## src/rtl/tim6_cnt_core_if.sv

```systemverilog
// Bundle of control, buffered-register and status signals exchanged between
// the TIM6 register block (master) and the counting engine (slave).
//
// All strobes on this bundle (i_ug, i_cnt_wr, o_uev, o_set_uif, o_cen_clr)
// are single-cycle pulses qualified only by being high on a clk edge; there
// is no valid/ready back-pressure, so each pulse is consumed on the edge it
// is seen and never needs to be held.
interface tim6_cnt_core_if #(
   parameter int CNT_W = 16
);
   // Control bits from CR1/EGR
   logic             i_tick;
   logic             i_cen;
   logic             i_udis;
   logic             i_urs;
   logic             i_opm;
   logic             i_arpe;
   logic             i_ug;
   // Buffered (preload) register values
   logic [CNT_W-1:0] i_bpsc;
   logic [CNT_W-1:0] i_barr;
   // Software CNT write
   logic             i_cnt_wr;
   logic [CNT_W-1:0] i_cnt_wdata;
   // Counter status and event requests back to the register block
   logic [CNT_W-1:0] o_cnt;
   logic             o_uev;
   logic             o_set_uif;
   logic             o_cen_clr;
   logic [CNT_W-1:0] o_psc_act;
   logic [CNT_W-1:0] o_arr_act;
   // Observability of internal state
   logic [CNT_W-1:0] o_dbg_psc_cnt;
   logic             o_dbg_opm_halted;

   modport master (
      output i_tick, i_cen, i_udis, i_urs, i_opm, i_arpe, i_ug,
      output i_bpsc, i_barr, i_cnt_wr, i_cnt_wdata,
      input  o_cnt, o_uev, o_set_uif, o_cen_clr, o_psc_act, o_arr_act,
      input  o_dbg_psc_cnt, o_dbg_opm_halted
   );

   modport slave (
      input  i_tick, i_cen, i_udis, i_urs, i_opm, i_arpe, i_ug,
      input  i_bpsc, i_barr, i_cnt_wr, i_cnt_wdata,
      output o_cnt, o_uev, o_set_uif, o_cen_clr, o_psc_act, o_arr_act,
      output o_dbg_psc_cnt, o_dbg_opm_halted
   );
endinterface

```

## src/rtl/tim6_cnt_core.sv

```systemverilog
// TIM6 counting engine: prescaler counter, 16-bit up-counter with
// auto-reload, active (shadow) PSC/ARR copies, update-event generation and
// one-pulse-mode halt. Update-event side effects (shadow loads) happen on the
// causing edge; the event/flag pulses are registered and appear one cycle
// later.
module tim6_cnt_core #(
   parameter int CNT_W = 16
) (
   input  logic            clk,
   input  logic            rst,
   tim6_cnt_core_if.slave  bus
);

   // One-pulse-mode halt state: after an OPM overflow the counter parks at 0
   // until CEN is seen low, which re-arms it.
   typedef enum logic {
      ST_ARMED  = 1'b0,
      ST_HALTED = 1'b1
   } opm_state_t;

   opm_state_t       state_q, state_d;

   logic [CNT_W-1:0] psc_cnt_q, psc_cnt_d;
   logic [CNT_W-1:0] cnt_q, cnt_d;
   logic [CNT_W-1:0] psc_act_q, psc_act_d;
   logic [CNT_W-1:0] arr_act_q, arr_act_d;
   logic             uev_q, uev_d;
   logic             set_uif_q, set_uif_d;
   logic             cen_clr_q, cen_clr_d;

   // Per-cycle qualifiers
   logic             run;
   logic             cnt_step;
   logic             ovf;
   logic             uev_now;

   // Decode this cycle's counting step, overflow and update event.
   // A software CNT write supersedes the counting step for CNT, so it also
   // suppresses the overflow that step would have produced.
   always_comb begin
      run      = 1'b0;
      cnt_step = 1'b0;
      ovf      = 1'b0;
      uev_now  = 1'b0;

      run      = bus.i_cen & (state_q == ST_ARMED) & bus.i_tick;
      cnt_step = run & (psc_cnt_q == psc_act_q);
      ovf      = cnt_step & ~bus.i_cnt_wr & (arr_act_q != '0) & (cnt_q == arr_act_q);
      uev_now  = ~bus.i_udis & (ovf | bus.i_ug);
   end

   // Prescaler and main counter next values: UG > CNT write > counting.
   always_comb begin
      psc_cnt_d = psc_cnt_q;
      cnt_d     = cnt_q;

      if (bus.i_ug) begin
         psc_cnt_d = '0;
      end else if (run) begin
         psc_cnt_d = (psc_cnt_q == psc_act_q) ? '0 : psc_cnt_q + CNT_W'(1);
      end

      if (bus.i_ug) begin
         cnt_d = '0;
      end else if (bus.i_cnt_wr) begin
         cnt_d = bus.i_cnt_wdata;
      end else if (cnt_step) begin
         // ARR=0 holds the counter; a counter above ARR free-runs to the
         // wrap with no overflow because only equality reloads it.
         if ((arr_act_q == '0) || (cnt_q == arr_act_q)) begin
            cnt_d = '0;
         end else begin
            cnt_d = cnt_q + CNT_W'(1);
         end
      end
   end

   // Shadow registers: PSC only on an update event; ARR follows the buffer
   // directly when preload is off, otherwise only on an update event.
   always_comb begin
      psc_act_d = psc_act_q;
      arr_act_d = arr_act_q;

      if (uev_now) begin
         psc_act_d = bus.i_bpsc;
      end

      if (!bus.i_arpe || uev_now) begin
         arr_act_d = bus.i_barr;
      end
   end

   // Event pulses, registered so they appear the cycle after the cause.
   // A UG coinciding with a qualifying overflow still sets UIF even with URS.
   always_comb begin
      uev_d     = 1'b0;
      set_uif_d = 1'b0;
      cen_clr_d = 1'b0;

      uev_d     = uev_now;
      set_uif_d = ~bus.i_udis & (ovf | (bus.i_ug & ~bus.i_urs));
      cen_clr_d = ovf & bus.i_opm;
   end

   // OPM halt next state: CEN low re-arms; an OPM overflow halts.
   always_comb begin
      state_d = state_q;

      case (state_q)
         ST_ARMED: begin
            if (ovf && bus.i_opm) begin
               state_d = ST_HALTED;
            end
         end
         ST_HALTED: begin
            if (!bus.i_cen) begin
               state_d = ST_ARMED;
            end
         end
         default: begin
            state_d = ST_ARMED;
         end
      endcase
   end

   // State registers with synchronous reset.
   always_ff @(posedge clk) begin
      if (rst) begin
         state_q   <= ST_ARMED;
         psc_cnt_q <= '0;
         cnt_q     <= '0;
         psc_act_q <= '0;
         arr_act_q <= '0;
         uev_q     <= 1'b0;
         set_uif_q <= 1'b0;
         cen_clr_q <= 1'b0;
      end else begin
         state_q   <= state_d;
         psc_cnt_q <= psc_cnt_d;
         cnt_q     <= cnt_d;
         psc_act_q <= psc_act_d;
         arr_act_q <= arr_act_d;
         uev_q     <= uev_d;
         set_uif_q <= set_uif_d;
         cen_clr_q <= cen_clr_d;
      end
   end

   // Output mapping
   always_comb begin
      bus.o_cnt            = cnt_q;
      bus.o_uev            = uev_q;
      bus.o_set_uif        = set_uif_q;
      bus.o_cen_clr        = cen_clr_q;
      bus.o_psc_act        = psc_act_q;
      bus.o_arr_act        = arr_act_q;
      bus.o_dbg_psc_cnt    = psc_cnt_q;
      bus.o_dbg_opm_halted = (state_q == ST_HALTED);
   end

endmodule
```

## src/flat_wrapper.sv

```systemverilog
// flat-port wrapper written by rule: the top's interface ports become plain ports
module tim6_cnt_core_flat 
#(
   parameter int CNT_W = 16
)
  (clk, rst, bus_i_tick, bus_i_cen, bus_i_udis, bus_i_urs, bus_i_opm, bus_i_arpe, bus_i_ug, bus_i_bpsc, bus_i_barr, bus_i_cnt_wr, bus_i_cnt_wdata, bus_o_cnt, bus_o_uev, bus_o_set_uif, bus_o_cen_clr, bus_o_psc_act, bus_o_arr_act, bus_o_dbg_psc_cnt, bus_o_dbg_opm_halted);
  tim6_cnt_core_if #(.CNT_W(CNT_W)) bus_i ();
  input  logic clk;
  input  logic rst;
  input wire logic [$bits(bus_i.i_tick)-1:0] bus_i_tick;
  input wire logic [$bits(bus_i.i_cen)-1:0] bus_i_cen;
  input wire logic [$bits(bus_i.i_udis)-1:0] bus_i_udis;
  input wire logic [$bits(bus_i.i_urs)-1:0] bus_i_urs;
  input wire logic [$bits(bus_i.i_opm)-1:0] bus_i_opm;
  input wire logic [$bits(bus_i.i_arpe)-1:0] bus_i_arpe;
  input wire logic [$bits(bus_i.i_ug)-1:0] bus_i_ug;
  input wire logic [$bits(bus_i.i_bpsc)-1:0] bus_i_bpsc;
  input wire logic [$bits(bus_i.i_barr)-1:0] bus_i_barr;
  input wire logic [$bits(bus_i.i_cnt_wr)-1:0] bus_i_cnt_wr;
  input wire logic [$bits(bus_i.i_cnt_wdata)-1:0] bus_i_cnt_wdata;
  output wire logic [$bits(bus_i.o_cnt)-1:0] bus_o_cnt;
  output wire logic [$bits(bus_i.o_uev)-1:0] bus_o_uev;
  output wire logic [$bits(bus_i.o_set_uif)-1:0] bus_o_set_uif;
  output wire logic [$bits(bus_i.o_cen_clr)-1:0] bus_o_cen_clr;
  output wire logic [$bits(bus_i.o_psc_act)-1:0] bus_o_psc_act;
  output wire logic [$bits(bus_i.o_arr_act)-1:0] bus_o_arr_act;
  output wire logic [$bits(bus_i.o_dbg_psc_cnt)-1:0] bus_o_dbg_psc_cnt;
  output wire logic [$bits(bus_i.o_dbg_opm_halted)-1:0] bus_o_dbg_opm_halted;
  assign bus_i.i_tick = bus_i_tick;
  assign bus_i.i_cen = bus_i_cen;
  assign bus_i.i_udis = bus_i_udis;
  assign bus_i.i_urs = bus_i_urs;
  assign bus_i.i_opm = bus_i_opm;
  assign bus_i.i_arpe = bus_i_arpe;
  assign bus_i.i_ug = bus_i_ug;
  assign bus_i.i_bpsc = bus_i_bpsc;
  assign bus_i.i_barr = bus_i_barr;
  assign bus_i.i_cnt_wr = bus_i_cnt_wr;
  assign bus_i.i_cnt_wdata = bus_i_cnt_wdata;
  assign bus_o_cnt = bus_i.o_cnt;
  assign bus_o_uev = bus_i.o_uev;
  assign bus_o_set_uif = bus_i.o_set_uif;
  assign bus_o_cen_clr = bus_i.o_cen_clr;
  assign bus_o_psc_act = bus_i.o_psc_act;
  assign bus_o_arr_act = bus_i.o_arr_act;
  assign bus_o_dbg_psc_cnt = bus_i.o_dbg_psc_cnt;
  assign bus_o_dbg_opm_halted = bus_i.o_dbg_opm_halted;
  tim6_cnt_core #(.CNT_W(CNT_W)) u_core (.clk(clk), .rst(rst), .bus(bus_i));
endmodule
```

## config.mk

```make
export PLATFORM = sky130hd
export DESIGN_NAME = tim6_cnt_core_flat
export DESIGN_NICKNAME = d
export VERILOG_FILES = /design/src/rtl/tim6_cnt_core_if.sv /design/src/rtl/tim6_cnt_core.sv /design/src/flat_wrapper.sv
export SDC_FILE = /design/constraint.sdc
export NUM_CORES = 1
export LEC_CHECK = 0
export CAP_MARGIN = 20
export CORE_ASPECT_RATIO = 1.2
export CORE_MARGIN = 3
export CORE_UTILIZATION = 35
export CTS_BUF_LIST = sky130_fd_sc_hd__clkbuf_16
export DETAILED_ROUTE_END_ITERATION = 10
export PLACE_DENSITY_LB_ADDON = 0.25
export SETUP_SLACK_MARGIN = 0.3
export SYNTH_ARGS = -nofsm -noshare
export SYNTH_HDL_FRONTEND = slang
export SYNTH_SLANG_ARGS = --single-unit
```

## constraint.sdc

```tcl
create_clock -name clk -period 6 [get_ports clk]
set_clock_uncertainty 0.1 [all_clocks]
set_input_delay 0.9 -clock clk [delete_from_list [all_inputs] [get_ports clk]]
set_output_delay 0.9 -clock clk [all_outputs]
set_load 0.02 [all_outputs]
```

==> results of run 1 <==
-- worst paths after layout --
path                          startpoint                     endpoint  slack (ns)  cells after the start
max                            bus_i_cen      u_core.bus.o_arr_act[7]        2.68                      7
min          u_core.bus.o_dbg_opm_halted  u_core.bus.o_dbg_opm_halted        0.37                      2
max reg2reg     u_core.bus.o_arr_act[11]      u_core.bus.o_arr_act[7]        3.25                      6
min reg2reg  u_core.bus.o_dbg_opm_halted  u_core.bus.o_dbg_opm_halted        0.37                      2
-- power by group through the flow --
stage	registers (mW)	clock network, mW	logic [mW]
2_1_floorplan	0.517	0	0.0933
3_3_place_gp	0.505	0	0.201
6_report	0.495	0.564	0.202
4_1_cts	0.495	0.572	0.204
3_5_place_dp	0.504	0	0.203
5_1_grt	0.497	0.600	0.218
-- synthesized netlist by cell type (all sizes together) (2+ instances only) --
| cell | n |
|---|---|
| mux2i | 35 |
| a32o | 2 |
| o41ai | 3 |
| nand3 | 21 |
| and3 | 4 |
| xnor2 | 25 |
| nor4 | 8 |
| nor4b | 2 |
| o211a | 2 |
| xor2 | 24 |
| buf | 10 |
| nand2b | 65 |
| dfxtp | 68 |
| a21boi | 4 |
| nand4 | 12 |
| o31ai | 3 |
| a221oi | 2 |
| or2 | 5 |
| nor3 | 10 |
| ha | 2 |
| a31oi | 4 |
| a21oi | 7 |
| nor2 | 32 |
| nand2 | 33 |
| clkbuf | 12 |
| inv | 5 |
| a211oi | 3 |
| o21ai | 9 |
-- critical path: stages --
cell and delay, ns:
sky130_fd_sc_hd__clkdlybuf4s50_1 0.47, sky130_fd_sc_hd__and3b_1 0.35, sky130_fd_sc_hd__nor4b_1 0.28, sky130_fd_sc_hd__nand2_1 0.16, sky130_fd_sc_hd__or2_1 0.39, sky130_fd_sc_hd__o221a_1 0.61
sky130_fd_sc_hd__mux2i_1 0.23
-- final cells by class --
class                   instances  area share, %
clock buffers                   9           4.22
flip-flops and latches         68           25.5
multi-input cells             332           41.5
well taps                     126           2.95
inverters                       5          0.352
repair buffers                127           23.7
clock inverters                 7           1.69
-- logic make-up after synthesis --
family	share of synthesized area, %
AND/OR/NAND/NOR	28.7
flip-flops	36.7
XOR/XNOR	11.6
AO/OA/AOI/OAI	9.37
multiplexers	9.43
buffers and inverters	3.64
adder cells (fa/ha/maj)	0.674
-- per-layer routing --
metal / part of all wire (%) / global-route usage (%)
met5: 0 / 0
met4: 2.0 / 7.16
met3: 7.3 / 4.10
met2: 47 / 30.8
met1: 43 / 26.0
-- through the flow --
| stage | total power [mW] | instances | util (%) |
|---|---|---|---|
| 3_3_place_gp | 0.705 | 658 | 49.4 |
| 5_1_grt | 1.32 | 674 | 52.5 |
| 4_1_cts | 1.27 | 674 | 52.5 |
| 2_1_floorplan | 0.610 | 427 | - |
| 3_5_place_dp | 0.707 | 658 | 49.4 |
| 6_report | 1.26 | 674 | 52.5 |
-- registers in the layout, summed over array words and instances (netlist names) --
name,cells
u_core.bus.o_uev,1
u_core.bus.o_cnt,16
u_core.bus.o_psc_act,16
u_core.bus.o_cen_clr,1
u_core.bus.o_set_uif,1
u_core.bus.o_dbg_opm_halted,1
u_core.bus.o_arr_act,16
u_core.bus.o_dbg_psc_cnt,16
==> results.txt, run 1 <==
----------------------------------------------------
[STA]
  Number of pins exceeding their max-slew limit in the final report ... 0
  Setup TNS ... 0 ns
  Slew at the pin with the worst max-slew slack ... 0.977 ns
  Minimum setup slack in the final design ... 2.68 ns
  Setup violations, final ... 0
  Timing-limited maximum frequency ... 0.301 GHz
  Number of hold-slack violations in the final timing report ... 0
  Worst slew margin relative to its limit ... 34.9%
  Final critical delay including setup and external delays ... 3.32 ns
  Final worst path period share ... 55.4%
  Setup repair after global routing missed its margin ... no
  Final hold slack ... 0.367 ns

[Clock tree]
  Inserted Clock Buffers ... 9
  Maximum level of the CTS H-tree ... 3
  Hold buffer count at cts ... 0
  Clock-pin slew reported for the worst setup and hold paths after clock tree synthesis ... 0.06 ns
  Clock Latency Late Sink ... 0.33 ns
  Total of cells resized after clock tree synthesis ... 0
  Maximum count of clock buffers along a single path ... 2
  Number of buffers inserted to repair setup after CTS ... 0
  Number of clock sinks ... 68
  Clock Root Buffer ... sky130_fd_sc_hd__clkbuf_16
  Clock tree from TritonCTS ... built

[Yosys]
  Post-Syn Nets ... 487
  Synthesized instance count ... 427
  Yosys top cell area share ... 36.7%
  Area contributors post-synth ... sky130_fd_sc_hd__dfxtp_1, sky130_fd_sc_hd__nand2b_1, sky130_fd_sc_hd__mux2i_1
  Portion of the post-synthesis area used by sequential elements ... 36.7%
  Synth Cell Area ... 3710 um^2
  Proportion of synthesized flip-flops having asynchronous set or reset ... 0%
  Number of warnings printed during yosys synthesis ... 0
  Number of enable-type register cells in the synthesized netlist ... 0
  Flip-flop and latch count after synthesis ... 68
  Unique cell type count in the Yosys netlist ... 50
  Post-synth top area cell ... sky130_fd_sc_hd__dfxtp_1
  Most common flop cell mapped by yosys ... sky130_fd_sc_hd__dfxtp_1
  Synthesized area per cell ... 8.70 um^2

[Layout]
  Footprint of the multi-input gates ... 2220 um^2
  Synthesis-to-layout area growth ... 43.7%
  Filler cell count in the final layout ... 969
  Commonest non-fill, non-tap cells in the layout ... sky130_fd_sc_hd__clkdlybuf4s50_1, sky130_fd_sc_hd__dfxtp_1, sky130_fd_sc_hd__nand2b_1, sky130_fd_sc_hd__mux2i_1
  Most common library cell in the layout ignoring fill and taps ... sky130_fd_sc_hd__clkdlybuf4s50_1
  FF+latch area ... 1360 um^2
  Number of nets in the layout ... 603
  Antenna Cells ... 0
  Share of layout cells above drive strength 1 ... 4.74%
  Area of all placed cells without fillers ... 5340 um^2

[Floorplan]
  Die width ... 100 um
  Total I/O pin count ... 126
  Number of cell rows ... 40
  Initial Util ... 36.6%
  Core outline area ... 10200 um^2
  Die area ... 11900 um^2
  Die H ... 119 um

[Worst setup path]
  Worst endpoint required time ... 6.07 ns
  Setup crit start kind ... input pin
  WS Path Type ... input pin to register
  Critical Path Fanout Max ... 16
  Crit path arrival time ... 3.39 ns
  Type of element capturing the critical path ... register

[Drt]
  Final routed wirelength across all metal layers ... 11.4 mm
  Routed Antenna Nets ... 0
  Post-detailed-route wirelength per cell ... 17.0 um
  DRC viols ... 0
  Number of DRC violations after detailed-routing iteration 0 ... 199
  Detailed Routing Iterations Pass 1 ... 4
  Number of vias per cell after detailed routing ... 5.22
  DR vias ... 3520

[Outcome]
  Status ... finished clean

[Global routing]
  First-pass GRT wire length ... 18.4 mm
  Tot GR Track Use ... 19.5%
  Pin count of the biggest net entering global routing ... 70
  Via count of the first global-routing pass ... 3519
  Antenna violations before repair ... 0
  Sum of overflow across all layers after global routing ... 0

[Power]
  Switching power ... 0.322 mW
  Gate power share ... 16.0%
  Leakage ... 2.00 nW
  Sw frac ... 25.5%
  Power density over cell area ... 236 nW/um^2
  Clock network fraction of design power ... 44.7%
  Portion of total power attributed to sequential cells ... 39.2%
  Max rail drop VDD ... 0.121 mV
  Cell internal power dissipation ... 0.939 mW

[Placed design]
  Number of input and output port buffers inserted ... 125
  Routability congestion estimate from global placement ... 0.910
  Estimated wirelength of the detail-placed design ... 8.56 mm
  Placed cell area ... 5020 um^2
  Minimum setup slack after placement ... 2.33 ns

[Flow run]
  Max-capacitance violation count ... 0

[Hold path]
  Hold WC Path Type ... register to register

----------------------------------------------------
Power figures use the tool's default switching activity.
==> inputs of run 2 (changes only) <==
==> constraint.sdc (replaced) <==
create_clock -name clk -period 2.95 [get_ports clk]
set_clock_uncertainty 0.1 [all_clocks]
set_input_delay 0.4425 -clock clk [delete_from_list [all_inputs] [get_ports clk]]
set_output_delay 0.4425 -clock clk [all_outputs]
set_load 0.02 [all_outputs]
==> results.txt, run 2 (synthesis gave the netlist of run 1 again) <==
----------------------------------------------------
[STA]
  Final worst path period share ... 81.8%
  Slew at the pin with the worst max-slew slack ... 0.595 ns
  Worst slew margin relative to its limit ... 60.2%
  Setup repair after global routing missed its margin ... no
  Timing-limited maximum frequency ... 0.414 GHz
  Number of hold-slack violations in the final timing report ... 0
  Setup violations, final ... 0
  Setup TNS ... 0 ns
  Number of pins exceeding their max-slew limit in the final report ... 0
  Final critical delay including setup and external delays ... 2.41 ns

[Drt]
  Detailed Routing Iterations Pass 1 ... 4
  Final routed wirelength across all metal layers ... 11.6 mm
  Number of DRC violations after detailed-routing iteration 0 ... 161
  Routed Antenna Nets ... 0
  DRC viols ... 0
  Post-detailed-route wirelength per cell ... 17.0 um
  Number of vias per cell after detailed routing ... 5.14
  DR vias ... 3509

[Clock tree]
  Number of clock sinks ... 68
  Clock-pin slew reported for the worst setup and hold paths after clock tree synthesis ... 0.06 ns
  Number of buffers inserted to repair setup after CTS ... 0
  Inserted Clock Buffers ... 9
  Clock Latency Late Sink ... 0.34 ns
  Total of cells resized after clock tree synthesis ... 0
  Hold buffer count at cts ... 0
  Clock tree from TritonCTS ... built
  Maximum level of the CTS H-tree ... 3
  Maximum count of clock buffers along a single path ... 2
  Clock Root Buffer ... sky130_fd_sc_hd__clkbuf_16

[Layout]
  Antenna Cells ... 0
  Post-layout utilization of the core ... 53.6%
  Synthesis-to-layout area growth ... 46.7%
  Number of nets in the layout ... 612
  Share of layout cells above drive strength 1 ... 6.82%
  Commonest non-fill, non-tap cells in the layout ... sky130_fd_sc_hd__clkdlybuf4s50_1, sky130_fd_sc_hd__dfxtp_1, sky130_fd_sc_hd__nand2b_1, sky130_fd_sc_hd__mux2i_1, sky130_fd_sc_hd__nor2_1
  Filler cell count in the final layout ... 954
  FF+latch area ... 1360 um^2
  Most common library cell in the layout ignoring fill and taps ... sky130_fd_sc_hd__clkdlybuf4s50_1
  Footprint of the multi-input gates ... 2230 um^2

[Global routing]
  First-pass GRT wire length ... 18.6 mm
  Pin count of the biggest net entering global routing ... 67
  Sum of overflow across all layers after global routing ... 0
  Via count of the first global-routing pass ... 3483
  Tot GR Track Use ... 19.8%
  Antenna violations before repair ... 0

[Worst setup path]
  CP cell instances ... xnor2_1 > nand4_1 > nor4_4 > buf_4 > nand2_2 > o221a_1 > buf_4 > mux2i_1
  Count of buffering cells on the critical path with inverters included ... 2
  Family with the most delay on the worst path ... simple AND/OR/NAND/NOR gates
  WS Path Type ... register to register
  Start point of the critical path ... u_core.bus.o_cnt[2]
  Critical Path Fanout Max ... 16
  Reg2Reg Setup Slack ... 0.54 ns
  Worst endpoint required time ... 3.07 ns
  Highest-delay cell along the critical path ... sky130_fd_sc_hd__nor4_4
  Crit path arrival time ... 2.53 ns
  Type of element capturing the critical path ... register
  Largest stage delay, worst path ... 0.53 ns
  Critical Path Most Common Cell ... sky130_fd_sc_hd__buf_4
  Setup crit start kind ... register
  Startpoint of the worst register-to-register path ... u_core.bus.o_cnt[2]

[Placed design]
  Routability congestion estimate from global placement ... 0.890
  Estimated wirelength of the detail-placed design ... 8.72 mm
  Number of input and output port buffers inserted ... 125

[Hold path]
  Hold WC Path Type ... register to register
  Launch point of the worst hold path ... u_core.bus.o_dbg_opm_halted

[Flow run]
  Max-capacitance violation count ... 0

[Power]
  Max rail drop VDD ... 0.344 mV
  Power density over cell area ... 494 nW/um^2
  Sw frac ... 25.2%
  Gate power share ... 15.8%
  Portion of total power attributed to sequential cells ... 37.4%
  Leakage ... 2.06 nW
  Cell internal power dissipation ... 2.01 mW
  Switching power ... 0.679 mW
  Clock network fraction of design power ... 46.9%

[Floorplan]
  Core outline area ... 10200 um^2
  Initial Util ... 36.6%
  Total I/O pin count ... 126
  Number of cell rows ... 40
  Die area ... 11900 um^2
  Die H ... 119 um
  Die width ... 100 um

[Outcome]
  Status ... finished clean

----------------------------------------------------
## run 2: changes by cell type in the layout (fill, tap and decap cells not counted), sizes merged
cell | before | now
clkinv | 3 | 2
bufinv | 2 | 3
buf | 2 | 11
## run 2: per-layer routing
layer	GRT usage, %	share of wire (%)	vias to the layer above
met5	0	0	-
met4	7.33	1.7	0
met2	32.9	49	134
li1	-	-	1726
met3	5.04	8.1	14
met1	24.6	41	1635
## run 2: final cells by class
cell class / count / area share, %
clock inverter: 7 / 2.27
timing repair buffer: 136 / 24.5
clock buffer: 9 / 4.14
multi-input combinational: 332 / 40.9
tap: 126 / 2.89
inverter: 5 / 0.345
sequential: 68 / 25.0
## run 2: tightest hold or removal path, delay by kind of cell (launching register included)
family	cells	cell delay, ns
flops	1	0.32
simple gates	1	0.06
compound gates	1	0.05
## run 2: final timing paths
| path | to | depth (start not counted) |
|---|---|---|
| hold reg to reg | u_core.bus.o_dbg_opm_halted | 2 |
| hold / removal | u_core.bus.o_dbg_opm_halted | 2 |
| setup / recovery | u_core.bus.o_arr_act[5] | 8 |
| setup reg to reg | u_core.bus.o_arr_act[5] | 8 |
## run 2: stage by stage
stage                     instance area (um^2)  setup WS, ns  cells  hold slack, ns  power, mW
after floorplan                           3710         0.734    427           0.415       1.24
after global placement                    5090         0.221    667           0.358       1.44
after detailed placement                  5090         0.161    667           0.367       1.45
after CTS                                 5440         0.511    683           0.383       2.70
after global routing                      5450         0.364    683           0.414       2.79
final                                     5450         0.537    683           0.376       2.69
## run 2: power by group through the flow
stage	sequential, mW	clock (mW)	combinational [mW]
global placement	1.03	0	0.416
detailed placement	1.03	0	0.422
global route	1.01	1.32	0.457
floorplan	1.05	0	0.190
finish	1.01	1.26	0.424
CTS	1.01	1.27	0.425
